[config.mk]
export PLATFORM = sky130hd
export DESIGN_NAME = fabric_config_loader
export DESIGN_NICKNAME = d
export VERILOG_FILES = /design/src/rtl/fabric_config_loader.sv
export SDC_FILE = /design/constraint.sdc
export NUM_CORES = 1
export LEC_CHECK = 0
export CORE_MARGIN = 2
export CORE_UTILIZATION = 34
export CTS_CLUSTER_DIAMETER = 80
export DETAILED_ROUTE_END_ITERATION = 12
export GPL_TIMING_DRIVEN = 0
export PLACE_DENSITY = 0.6
export SLEW_MARGIN = 10
export SYNTH_ARGS = -nofsm -noshare
export SYNTH_HDL_FRONTEND = slang
export SYNTH_SLANG_ARGS = --single-unit
[constraint.sdc]
create_clock -name wb_clk_i -period 3.2 [get_ports wb_clk_i]
set_clock_uncertainty 0.2 [all_clocks]
set_input_delay 0.64 -clock wb_clk_i [delete_from_list [all_inputs] [get_ports wb_clk_i]]
set_output_delay 0.64 -clock wb_clk_i [all_outputs]
set_load 0.02 [all_outputs]
[src/rtl/fabric_config_loader.sv]
// -----------------------------------------------------------------------------
// fabric_config_loader
//
// Wishbone slave that streams configuration words into NUM_COLS column
// configuration chains. Words written to DATA are queued in a small FIFO. Each
// word is shifted out LSB first, one bit per cycle, until chain_len bits have
// been sent. The loader then pulses set_out on the selected columns and
// reloads the bit counter for the next frame.
//
// Register map (addr[3:2]):
//   0x0 DATA   (W)  push one word into the FIFO (ack stalls while full)
//   0x4 CTRL   (RW) [3:0] col_mask, [19:4] chain_len (writes ignored while busy)
//   0x8 STATUS (R)  [0] busy, [1] full, [2] empty, [5:3] count,
//                   [31:16] bits_remaining
//   0xC CRC    (R)  [15:0] CRC-16-CCITT of the shifted bits (0 when compiled out)
//
// Optional feature macro: FABRIC_CONFIG_LOADER_CRC_EN enables the CRC engine.
//
// Ports:
//   wb_clk_i, wb_rst_ni        clock, asynchronous active-low reset
//   wbs_stb_i/cyc_i/we_i/sel_i Wishbone request qualifiers (sel ignored)
//   wbs_addr_i, wbs_data_i     address and write data
//   wbs_ack_o, wbs_data_o      single-cycle ack, read data (0 when no ack)
//   cen                        high while a bit is being shifted
//   shift_out[NUM_COLS]        serial bit per column, gated by col_mask
//   set_out[NUM_COLS]          one-cycle latch strobe per column
// -----------------------------------------------------------------------------
module fabric_config_loader #(
    parameter logic [31:0] BASE_ADDR  = 32'h3000_0000,
    parameter int          NUM_COLS   = 4,
    parameter int          FIFO_DEPTH = 4
) (
    input  logic                wb_clk_i,
    input  logic                wb_rst_ni,
    input  logic                wbs_stb_i,
    input  logic                wbs_cyc_i,
    input  logic                wbs_we_i,
    input  logic [3:0]          wbs_sel_i,
    input  logic [31:0]         wbs_addr_i,
    input  logic [31:0]         wbs_data_i,
    output logic                wbs_ack_o,
    output logic [31:0]         wbs_data_o,
    output logic                cen,
    output logic [NUM_COLS-1:0] shift_out,
    output logic [NUM_COLS-1:0] set_out
);

    localparam int AW = $clog2(FIFO_DEPTH);

    typedef enum logic [1:0] {
        ST_IDLE  = 2'd0,
        ST_LOAD  = 2'd1,
        ST_SHIFT = 2'd2,
        ST_SET   = 2'd3
    } state_t;

`ifdef FABRIC_CONFIG_LOADER_CRC_EN
    // One bit of CRC-16-CCITT (poly 0x1021), MSB-first feedback.
    function automatic logic [15:0] crc16_step(input logic [15:0] crc, input logic bit_in);
        logic [15:0] nxt;
        nxt = {crc[14:0], 1'b0};
        if (crc[15] ^ bit_in) begin
            nxt = nxt ^ 16'h1021;
        end
        return nxt;
    endfunction
`endif

    state_t                state_r;
    state_t                state_nx_s;
    logic [31:0]           fifo_mem_r [FIFO_DEPTH];
    logic [AW-1:0]         wr_ptr_r;
    logic [AW-1:0]         rd_ptr_r;
    logic [AW:0]           count_r;
    logic [3:0]            col_mask_r;
    logic [15:0]           chain_len_r;
    logic [15:0]           bits_rem_r;
    logic [31:0]           shreg_r;
    logic [4:0]            bit_idx_r;
    logic                  ack_r;
    logic [31:0]           rdata_r;
    logic                  cen_r;
    logic [NUM_COLS-1:0]   shift_r;
    logic [NUM_COLS-1:0]   set_r;
    logic [15:0]           crc_r;

    logic                  req_s;
    logic [1:0]            reg_sel_s;
    logic                  fifo_full_s;
    logic                  fifo_empty_s;
    logic                  pop_s;
    logic                  data_wr_s;
    logic                  accept_s;
    logic                  push_s;
    logic                  ctrl_wr_s;
    logic                  busy_s;
    logic                  next_bit_s;
    logic [NUM_COLS-1:0]   col_mask_s;
    logic [2:0]            count3_s;
    logic [31:0]           status_s;
    logic [31:0]           rd_mux_s;
    logic                  unused_s;

    assign req_s        = wbs_stb_i & wbs_cyc_i & (wbs_addr_i[31:4] == BASE_ADDR[31:4]);
    assign reg_sel_s    = wbs_addr_i[3:2];
    assign fifo_full_s  = (count_r == (AW+1)'(FIFO_DEPTH));
    assign fifo_empty_s = (count_r == (AW+1)'(0));
    assign pop_s        = (state_r == ST_LOAD);
    assign busy_s       = (state_r != ST_IDLE);
    // A request is serviced on the cycle before its ack; a full FIFO stalls a
    // DATA write unless an entry is being popped on that same edge.
    assign data_wr_s    = req_s & ~ack_r & wbs_we_i & (reg_sel_s == 2'd0);
    assign accept_s     = req_s & ~ack_r & (~data_wr_s | ~fifo_full_s | pop_s);
    assign push_s       = accept_s & data_wr_s;
    assign ctrl_wr_s    = accept_s & wbs_we_i & (reg_sel_s == 2'd1) & (state_r == ST_IDLE);
    assign col_mask_s   = NUM_COLS'(col_mask_r);
    assign count3_s     = 3'(count_r);
    assign status_s     = {bits_rem_r, 10'd0, count3_s, fifo_empty_s, fifo_full_s, busy_s};
    assign unused_s     = ^{wbs_sel_i, wbs_addr_i[1:0], wbs_data_i[31:20]};

    // Next-state logic of the load/shift/set sequencer.
    always_comb begin
        state_nx_s = state_r;
        case (state_r)
            ST_IDLE: begin
                if (!fifo_empty_s && (bits_rem_r != 16'd0)) begin
                    state_nx_s = ST_LOAD;
                end else begin
                    state_nx_s = ST_IDLE;
                end
            end
            ST_LOAD: begin
                state_nx_s = ST_SHIFT;
            end
            ST_SHIFT: begin
                // Chain completion wins over word completion: leftover bits are dropped.
                if (bits_rem_r == 16'd1) begin
                    state_nx_s = ST_SET;
                end else if (bit_idx_r == 5'd31) begin
                    if (!fifo_empty_s) begin
                        state_nx_s = ST_LOAD;
                    end else begin
                        state_nx_s = ST_IDLE;
                    end
                end else begin
                    state_nx_s = ST_SHIFT;
                end
            end
            ST_SET: begin
                state_nx_s = ST_IDLE;
            end
            default: begin
                state_nx_s = ST_IDLE;
            end
        endcase
    end

    // Bit that will be on shift_out during the next cycle, so the serial
    // outputs can be registered yet stay aligned with the SHIFT state.
    always_comb begin
        next_bit_s = 1'b0;
        if (state_nx_s == ST_SHIFT) begin
            if (state_r == ST_LOAD) begin
                next_bit_s = fifo_mem_r[rd_ptr_r][0];
            end else begin
                next_bit_s = shreg_r[1];
            end
        end else begin
            next_bit_s = 1'b0;
        end
    end

    // Register read multiplexer.
    always_comb begin
        rd_mux_s = 32'd0;
        case (reg_sel_s)
            2'd0: rd_mux_s = 32'd0;
            2'd1: rd_mux_s = {12'd0, chain_len_r, col_mask_r};
            2'd2: rd_mux_s = status_s;
`ifdef FABRIC_CONFIG_LOADER_CRC_EN
            2'd3: rd_mux_s = {16'd0, crc_r};
`else
            2'd3: rd_mux_s = 32'd0;
`endif
            default: rd_mux_s = 32'd0;
        endcase
    end

    // FIFO storage; contents need no reset since count gates every read.
    always_ff @(posedge wb_clk_i) begin
        if (push_s) begin
            fifo_mem_r[wr_ptr_r] <= wbs_data_i;
        end
    end

    // FIFO pointers and occupancy; pointers wrap naturally at FIFO_DEPTH.
    always_ff @(posedge wb_clk_i or negedge wb_rst_ni) begin
        if (!wb_rst_ni) begin
            wr_ptr_r <= '0;
            rd_ptr_r <= '0;
            count_r  <= '0;
        end else begin
            if (push_s) begin
                wr_ptr_r <= wr_ptr_r + AW'(1);
            end
            if (pop_s) begin
                rd_ptr_r <= rd_ptr_r + AW'(1);
            end
            case ({push_s, pop_s})
                2'b10:   count_r <= count_r + (AW+1)'(1);
                2'b01:   count_r <= count_r - (AW+1)'(1);
                default: count_r <= count_r;
            endcase
        end
    end

    // Sequencer state, configuration registers and shift datapath.
    always_ff @(posedge wb_clk_i or negedge wb_rst_ni) begin
        if (!wb_rst_ni) begin
            state_r     <= ST_IDLE;
            col_mask_r  <= 4'd0;
            chain_len_r <= 16'd0;
            bits_rem_r  <= 16'd0;
            shreg_r     <= 32'd0;
            bit_idx_r   <= 5'd0;
        end else begin
            state_r <= state_nx_s;
            case (state_r)
                ST_IDLE: begin
                    if (ctrl_wr_s) begin
                        col_mask_r  <= wbs_data_i[3:0];
                        chain_len_r <= wbs_data_i[19:4];
                        bits_rem_r  <= wbs_data_i[19:4];
                    end
                end
                ST_LOAD: begin
                    shreg_r   <= fifo_mem_r[rd_ptr_r];
                    bit_idx_r <= 5'd0;
                end
                ST_SHIFT: begin
                    shreg_r    <= {1'b0, shreg_r[31:1]};
                    bit_idx_r  <= bit_idx_r + 5'd1;
                    bits_rem_r <= bits_rem_r - 16'd1;
                end
                ST_SET: begin
                    bits_rem_r <= chain_len_r;
                end
                default: begin
                    bits_rem_r <= bits_rem_r;
                end
            endcase
        end
    end

    // Registered column outputs, computed from the upcoming state.
    always_ff @(posedge wb_clk_i or negedge wb_rst_ni) begin
        if (!wb_rst_ni) begin
            cen_r   <= 1'b0;
            shift_r <= '0;
            set_r   <= '0;
        end else begin
            cen_r   <= (state_nx_s == ST_SHIFT);
            shift_r <= {NUM_COLS{next_bit_s}} & col_mask_s;
            set_r   <= (state_nx_s == ST_SET) ? col_mask_s : '0;
        end
    end

    // Wishbone ack and read data; data is forced to zero outside the ack cycle.
    always_ff @(posedge wb_clk_i or negedge wb_rst_ni) begin
        if (!wb_rst_ni) begin
            ack_r   <= 1'b0;
            rdata_r <= 32'd0;
        end else begin
            ack_r   <= accept_s;
            rdata_r <= (accept_s & ~wbs_we_i) ? rd_mux_s : 32'd0;
        end
    end

`ifdef FABRIC_CONFIG_LOADER_CRC_EN
    // CRC over every shifted bit, restarted by each accepted CTRL write.
    always_ff @(posedge wb_clk_i or negedge wb_rst_ni) begin
        if (!wb_rst_ni) begin
            crc_r <= 16'd0;
        end else if (ctrl_wr_s) begin
            crc_r <= 16'hFFFF;
        end else if (state_r == ST_SHIFT) begin
            crc_r <= crc16_step(crc_r, shreg_r[0]);
        end
    end
`else
    assign crc_r = 16'd0;
`endif

    assign wbs_ack_o  = ack_r;
    assign wbs_data_o = rdata_r;
    assign cen        = cen_r;
    assign shift_out  = shift_r;
    assign set_out    = set_r;

endmodule

==> run summary, run 1 <==
Worst Max-Slew Pin Slew: 832.2 ps
Yosys reg bits: 251
WP data arrival: 3250 ps
fmax: 332.4 MHz
HP Start: bits_rem_r[15]
Post-synth EDFFs: 128
asr flop ratio synth: 49.00%
first-pass GRT wire length: 35.65 mm
Leakage: 0.004851 µW
wire length on met2: 10.94 mm
CTS buffer count: 26
highest routed layer: met4
final wirelength: 22.62 mm
Final Core Density: 42.54%
Ant. Diodes: 0
remaining global-route overflow: 0
Initial DRT Pass Iterations: 7
clk sink count: 251
Switching Power: 1935 µW
crit share post-route: 94.00%
most common cell after layout, fill and taps aside: edfxtp_1
Final Critical Period: 3008 ps
predominant post-synthesis flop cell: edfxtp_1
die height: 179.1 µm
TritonCTS clock tree: done
IO Count: 115
syn nets: 780
Wirelength per Cell: 18.11 µm
All-Layer GR Usage: 14.37%
I/O Buffers: 108
worst hold slack: 312.8 ps
Setup crit end kind: flop
met3 WL: 1.126 mm
clk_lat worst skew: 520 ps
CTS Buffer Depth: 3
largest net degree at the start of global routing: 63
yosys synthesis warning count: 0
Vias/cell: 4.948
fin cells: 1,249
power per cell area: 593.7 nW/µm²
dpl hpwl: 15.20 mm
H-tree levels: 1
FF-to-FF Start: state_r[1]
critical path required time: 3450 ps
WL met1: 10.04 mm
Post-Synthesis Cells: 693
placed cell count: 1,198
Avg Cell Area, Syn: 15.05 µm²
outcome: finished, final reports clean
Core Region: 30,430 µm²
routed via count: 6,180
Crit-path slowest cell: or4b_4
vias in the first global route: 6,421
Starting DRT DRC Count: 341
post-synth design cell area: 10,430 µm²
Most common cell on crit path: inv_1
CTS clk-pin slew, worst paths: 60 ps
Post-DRT Antenna Nets: 0
most frequent cells in the layout: edfxtp_1 (128), dfrtp_1 (123), clkdlybuf4s50_1 (106), nor2_1 (52), a21oi_1 (40)
power share of the combinational group: 16.6%
setup TNS: 0 ps
Final setup viols: 0
CP max FO: 7
worst hold path class: reg -> reg
Setup crit start kind: flop
unrepaired setup endpoints after global routing: false
Worst Hold Path Cells: 1
Row Count: 64
CTS root buffer: clkbuf_16
die area: 32,090 µm²
Clock Power Share: 38.4%
Reg2Reg Depth: 12
max cap viols: 0
Final GP Congestion: 0.7984
max incr delay on CP: 520 ps
initial antenna violation count: 0
Sequential Power Share: 45.0%
Layout Nets: 920
Die W: 179.1 µm
internal power: 5750 µW
switching fraction of total power: 25.18%
Unique masters post-synth: 56
area grow syn2layout: 24.14%
Hold Vio Cnt, Final: 0
max-slew violation count: 0
crit path from: state_r[1]
drt drc: 0
sequential fraction of the synthesis area: 66.38%
Max VDD drop: 451.1 µV
type of the worst setup path: reg -> reg
layout cells sized above 1: 14.89%
slew margin rel.: 44.52%
CP cell instances: inv_1 -> ha_2 -> or4b_4 -> and3_4 -> nor4b_4 -> inv_1 -> ha_1 -> inv_1 -> fa_1 -> xor2_1 -> nor2_1 -> xor2_1
effective utilization at floorplan: 34.27%
-- what timing repair did --
action | 4_1_cts | 5_1_grt
setup buffers | 0 | 2
pin swaps | 0 | 1
resized for setup | 5 | 5
hold endpoints to repair | 61 | 0
hold buffers | 1 | 0
endpoints found under the setup margin | 130 | 7
-- metrics by stage --
stage	setup WS, ps	power [µW]	area (µm²)
detailed placement	-814.1	4810	12040
global placement	-3753	4792	12010
global route	34.07	8024	12940
CTS	3.688	7781	12910
finish	191.9	7685	12940
floorplan	177.6	4393	10430
-- routing by layer --
layer	up-vias	track usage (%)
li1	2877	-
met1	3112	19.19
met2	155	23.91
met3	36	2.799
met4	0	4.099
met5	-	0
-- state kept, by name, indices dropped and copies added (netlist names) --
| signal | cells |
|---|---|
| state_r | 2 |
| bit_idx_r | 5 |
| fifo_mem_r | 128 |
| chain_len_r | 16 |
| set_out | 4 |
| shreg_r | 31 |
| rd_ptr_r | 2 |
| shift_out | 4 |
| cen | 1 |
| wbs_ack_o | 1 |
| wr_ptr_r | 2 |
| count3_s | 3 |
| wbs_data_o | 32 |
| bits_rem_r | 16 |
| col_mask_r | 4 |
-- critical path: cells and delay by family, from the launching register on --
kind,cells,cell delay (ps)
adder cells (fa/ha/maj),3,810
AND/OR/NAND/NOR,4,970
buffers and inverters,3,220
flip-flops,1,440
XOR/XNOR,2,290
-- power groups by stage --
stage | logic (µW) | clock network (µW) | registers, µW
after global placement | 1270 | 0 | 3520
after global routing | 1410 | 3150 | 3460
after detailed placement | 1290 | 0 | 3520
after CTS | 1300 | 3030 | 3460
final | 1270 | 2950 | 3460
after floorplan | 872 | 0 | 3520
-- synth_stat cells (all sizes together), types with 8 or more instances --
cell type / count / area share (%)
a22oi: 12 / 0.86
mux2: 22 / 3.1
nor2: 52 / 1.9
and2: 28 / 1.7
mux4: 32 / 6.9
buf: 13 / 0.91
nand2: 15 / 0.54
mux2i: 31 / 3.0
a21oi: 40 / 1.9
inv: 22 / 0.79
edfxtp: 128 / 37
ha: 13 / 1.6
o21ai: 25 / 1.2
clkbuf: 24 / 0.86
and3: 10 / 0.65
nor4: 8 / 0.48
nor4b: 8 / 0.79
nand3: 11 / 0.53
dfrtp: 123 / 30
-- cell families (layout without fill, tap and decap cells) --
group	Yosys count	after routing	share of synthesized area [%]
AO/OA/AOI/OAI	105	105	6.444
XOR/XNOR	7	7	0.5880
adder cells (fa/ha/maj)	14	14	1.752
buffers and inverters	59	219	2.568
flip-flops	251	251	66.38
multiplexers	85	85	12.98
AND/OR/NAND/NOR	172	172	9.287
-- final cells by class --
cell class              instances  area [µm²]
well taps                     396       495.5
plain buffers                  37       186.4
repair buffers                112        1137
multi-input cells             383        3268
clock inverters                11       80.08
clock buffers                  37       773.2
fillers                      2786       17480
inverters                      22       82.58
flip-flops and latches        251        6922
-- path summary, 6_finish.rpt --
check                                      end  slack [ps]
worst min-delay path            wbs_data_o[31]         310
worst max-delay path               count3_s[2]         190
max in group asynchronous        wbs_data_o[8]        1620
worst min register to register  wbs_data_o[31]         310
min in group asynchronous        wbs_data_o[3]         460
worst max register to register     count3_s[2]         190
No activity file was read; power rests on OpenSTA's default activity.
==> inputs of run 2 (changes only) <==
- TNS_END_PERCENT: not set -> 10
==> run summary, run 2 (same netlist as run 1, synthesis figures left out) <==
Hold Vio Cnt, Final: 0 (unchanged)
Setup crit start kind: flop
IO Count: 115 (unchanged)
power per cell area: 612.4 nW/µm² (+3.2%)
max cap viols: 0 (unchanged)
layout cells sized above 1: 15.32% (+0.43 points)
largest net degree at the start of global routing: 63 (unchanged)
GR Util met3: 2.608% (-0.19 points)
most common cell after layout, fill and taps aside: edfxtp_1
outcome: finished, final reports clean
Clock Power Share: 41.1% (+2.7 points)
met2 GRT Util: 24.57% (+0.66 points)
fmax: 333.5 MHz (+0.31%)
power share of the combinational group: 15.8% (-0.8 points)
initial antenna violation count: 0 (unchanged)
Worst Max-Slew Pin Slew: 798.8 ps (-33.40 ps)
DP Area: 12,110 µm² (+0.56%)
remaining global-route overflow: 0 (unchanged)
max-slew violation count: 0 (unchanged)
Vias/cell: 4.943 (about the same)
FF-to-FF Start: count3_s[1]
Ant. Diodes: 0 (unchanged)
Setup WS pre-CTS: -759.9 ps (+54.20 ps)
type of the worst setup path: reg -> reg
Core Region: 30,430 µm² (unchanged)
die height: 179.1 µm (unchanged)
final worst setup slack: 201.2 ps (+9.234 ps)
Final setup viols: 0 (unchanged)
drt drc: 0 (unchanged)
most flop-heavy register: fifo_mem_r
internal power: 6053 µW (+5.3%)
worst hold path class: reg -> reg
CTS Buffer Depth: 3 (unchanged)
Final GP Congestion: 0.8045 (+0.76%)
slew margin rel.: 46.75% (+2.2 points)
storage element area: 6923 µm² (about the same)
Sequential Power Share: 43.1% (-1.9 points)
switching fraction of total power: 24.53% (-0.65 points)
H-tree levels: 1 (unchanged)
GRT Max-Usage Layer: met2
crit share post-route: 93.71% (-0.29 points)
I/O Buffers: 108 (unchanged)
max reg flops: 128 (unchanged)
crit path from: count3_s[1]
effective utilization at floorplan: 34.27% (unchanged)
critical path required time: 3450 ps (about the same)
most frequent cells in the layout: edfxtp_1 (128), dfrtp_1 (122), clkdlybuf4s50_1 (106), nor2_1 (52), a21oi_1 (40)
area grow syn2layout: 25.59%
first-pass GRT wire length: 36.30 mm (+1.8%)
CTS root buffer: clkbuf_16
WP data arrival: 3250 ps (about the same)
Multi-input gate area: 3267 µm² (about the same)
final wirelength: 22.70 mm (+0.37%)
Initial DRT Pass Iterations: 4 (-3)
Setup crit end kind: flop
clk sink count: 251 (unchanged)
Finished Cell Area: 13,100 µm² (+1.2%)
All-Layer GR Usage: 14.69% (+0.31 points)
clk_lat worst skew: 520 ps (about the same)
Final Critical Period: 2999 ps (-9.234 ps)
Switching Power: 1967 µW (+1.7%)
met1 usage: 19.58% (+0.39 points)
Final Core Density: 43.04% (+0.50 points)
Leakage: 0.004903 µW (+1.1%)
worst hold slack: 304.3 ps (-8.492 ps)
TritonCTS clock tree: done
routed via count: 6,184 (+0.065%)
Max VDD drop: 314.5 µV (-30%)
Filler Cell Count: 2,749 (-1.3%)
vias in the first global route: 6,569 (+2.3%)
Starting DRT DRC Count: 391 (+15%)
Layout Nets: 922 (+0.22%)
Post-DRT Antenna Nets: 0 (unchanged)
HP Start: bits_rem_r[15]
Row Count: 64 (unchanged)
unrepaired setup endpoints after global routing: false
CP max FO: 7 (unchanged)
die area: 32,090 µm² (unchanged)
CTS buffer count: 27 (+3.8%)
Wirelength per Cell: 18.15 µm (+0.21%)
dpl hpwl: 15.54 mm (+2.3%)
CTS clk-pin slew, worst paths: 60 ps (about the same)
Die W: 179.1 µm (unchanged)
-- run 2: changes by cell type in the layout (fill, tap and decap cells not counted), sizes merged --
cell / change
bufinv: +4
clkbuf: -2
clkinv: -2
buf: +1
clkinvlp: +1
-- run 2: cell type report --
type                    count  share of cell area, %
well taps                 396                  3.783
plain buffers              37                  1.424
clock buffers              35                  5.771
flip-flops and latches    251                  52.86
repair buffers            113                  9.086
multi-input cells         383                  24.95
clock inverters            14                  1.500
inverters                  22                 0.6306
-- run 2: power groups by stage --
stage,registers [µW],logic (µW),clock network (µW)
after detailed placement,3520,1290,0
after global placement,3520,1270,0
after floorplan,3520,872,0
after CTS,3450,1300,3360
after global routing,3460,1420,3490
final,3460,1270,3290
-- run 2: path summary, 6_finish.rpt --
check | to | slack (ps) | cells after the start
min in group asynchronous | wbs_data_o[2] | 470 | 2
min | wbs_data_o[31] | 300 | 1
max | count3_s[2] | 200 | 11
max in group asynchronous | wbs_data_o[22] | 1630 | 3
max reg2reg | count3_s[2] | 200 | 11
min reg2reg | wbs_data_o[31] | 300 | 1
-- run 2: metal layers --
metal / up-vias / share of wire, % / routed length (µm)
met5: - / 0 / 0
met4: 0 / 2.3 / 522
met3: 42 / 4.4 / 995
met2: 130 / 49 / 11080
met1: 3132 / 45 / 10110
li1: 2880 / - / -
-- run 2: through the flow --
| step | TNS, ps | total power [µW] | instances |
|---|---|---|---|
| floorplan | -689.4 | 4393 | 693 |
| global placement | -615320 | 4787 | 1197 |
| detailed placement | -72970 | 4808 | 1201 |
| CTS | -11.09 | 8108 | 1251 |
| global route | 0 | 8373 | 1251 |
| finish | 0 | 8021 | 1251 |
-- run 2: timing repair --
action,CTS,global route
hold buffers,1,0
endpoints found under the setup margin,93,44
resized for setup,3,7
endpoints found under the hold margin,61,0
buffers inserted,0,0
cloned,0,0
pin swaps,1,0
-- run 2: worst max-delay path, cell delays in order, from the launching register on --
cell and delay, ps:
dfrtp_1 450, nor4b_4 310, or4b_4 510, and3_4 210
nor4b_4 160, inv_1 80, ha_1 170, inv_1 60
fa_1 370, xor2_1 150, nor2_1 110, xor2_1 140
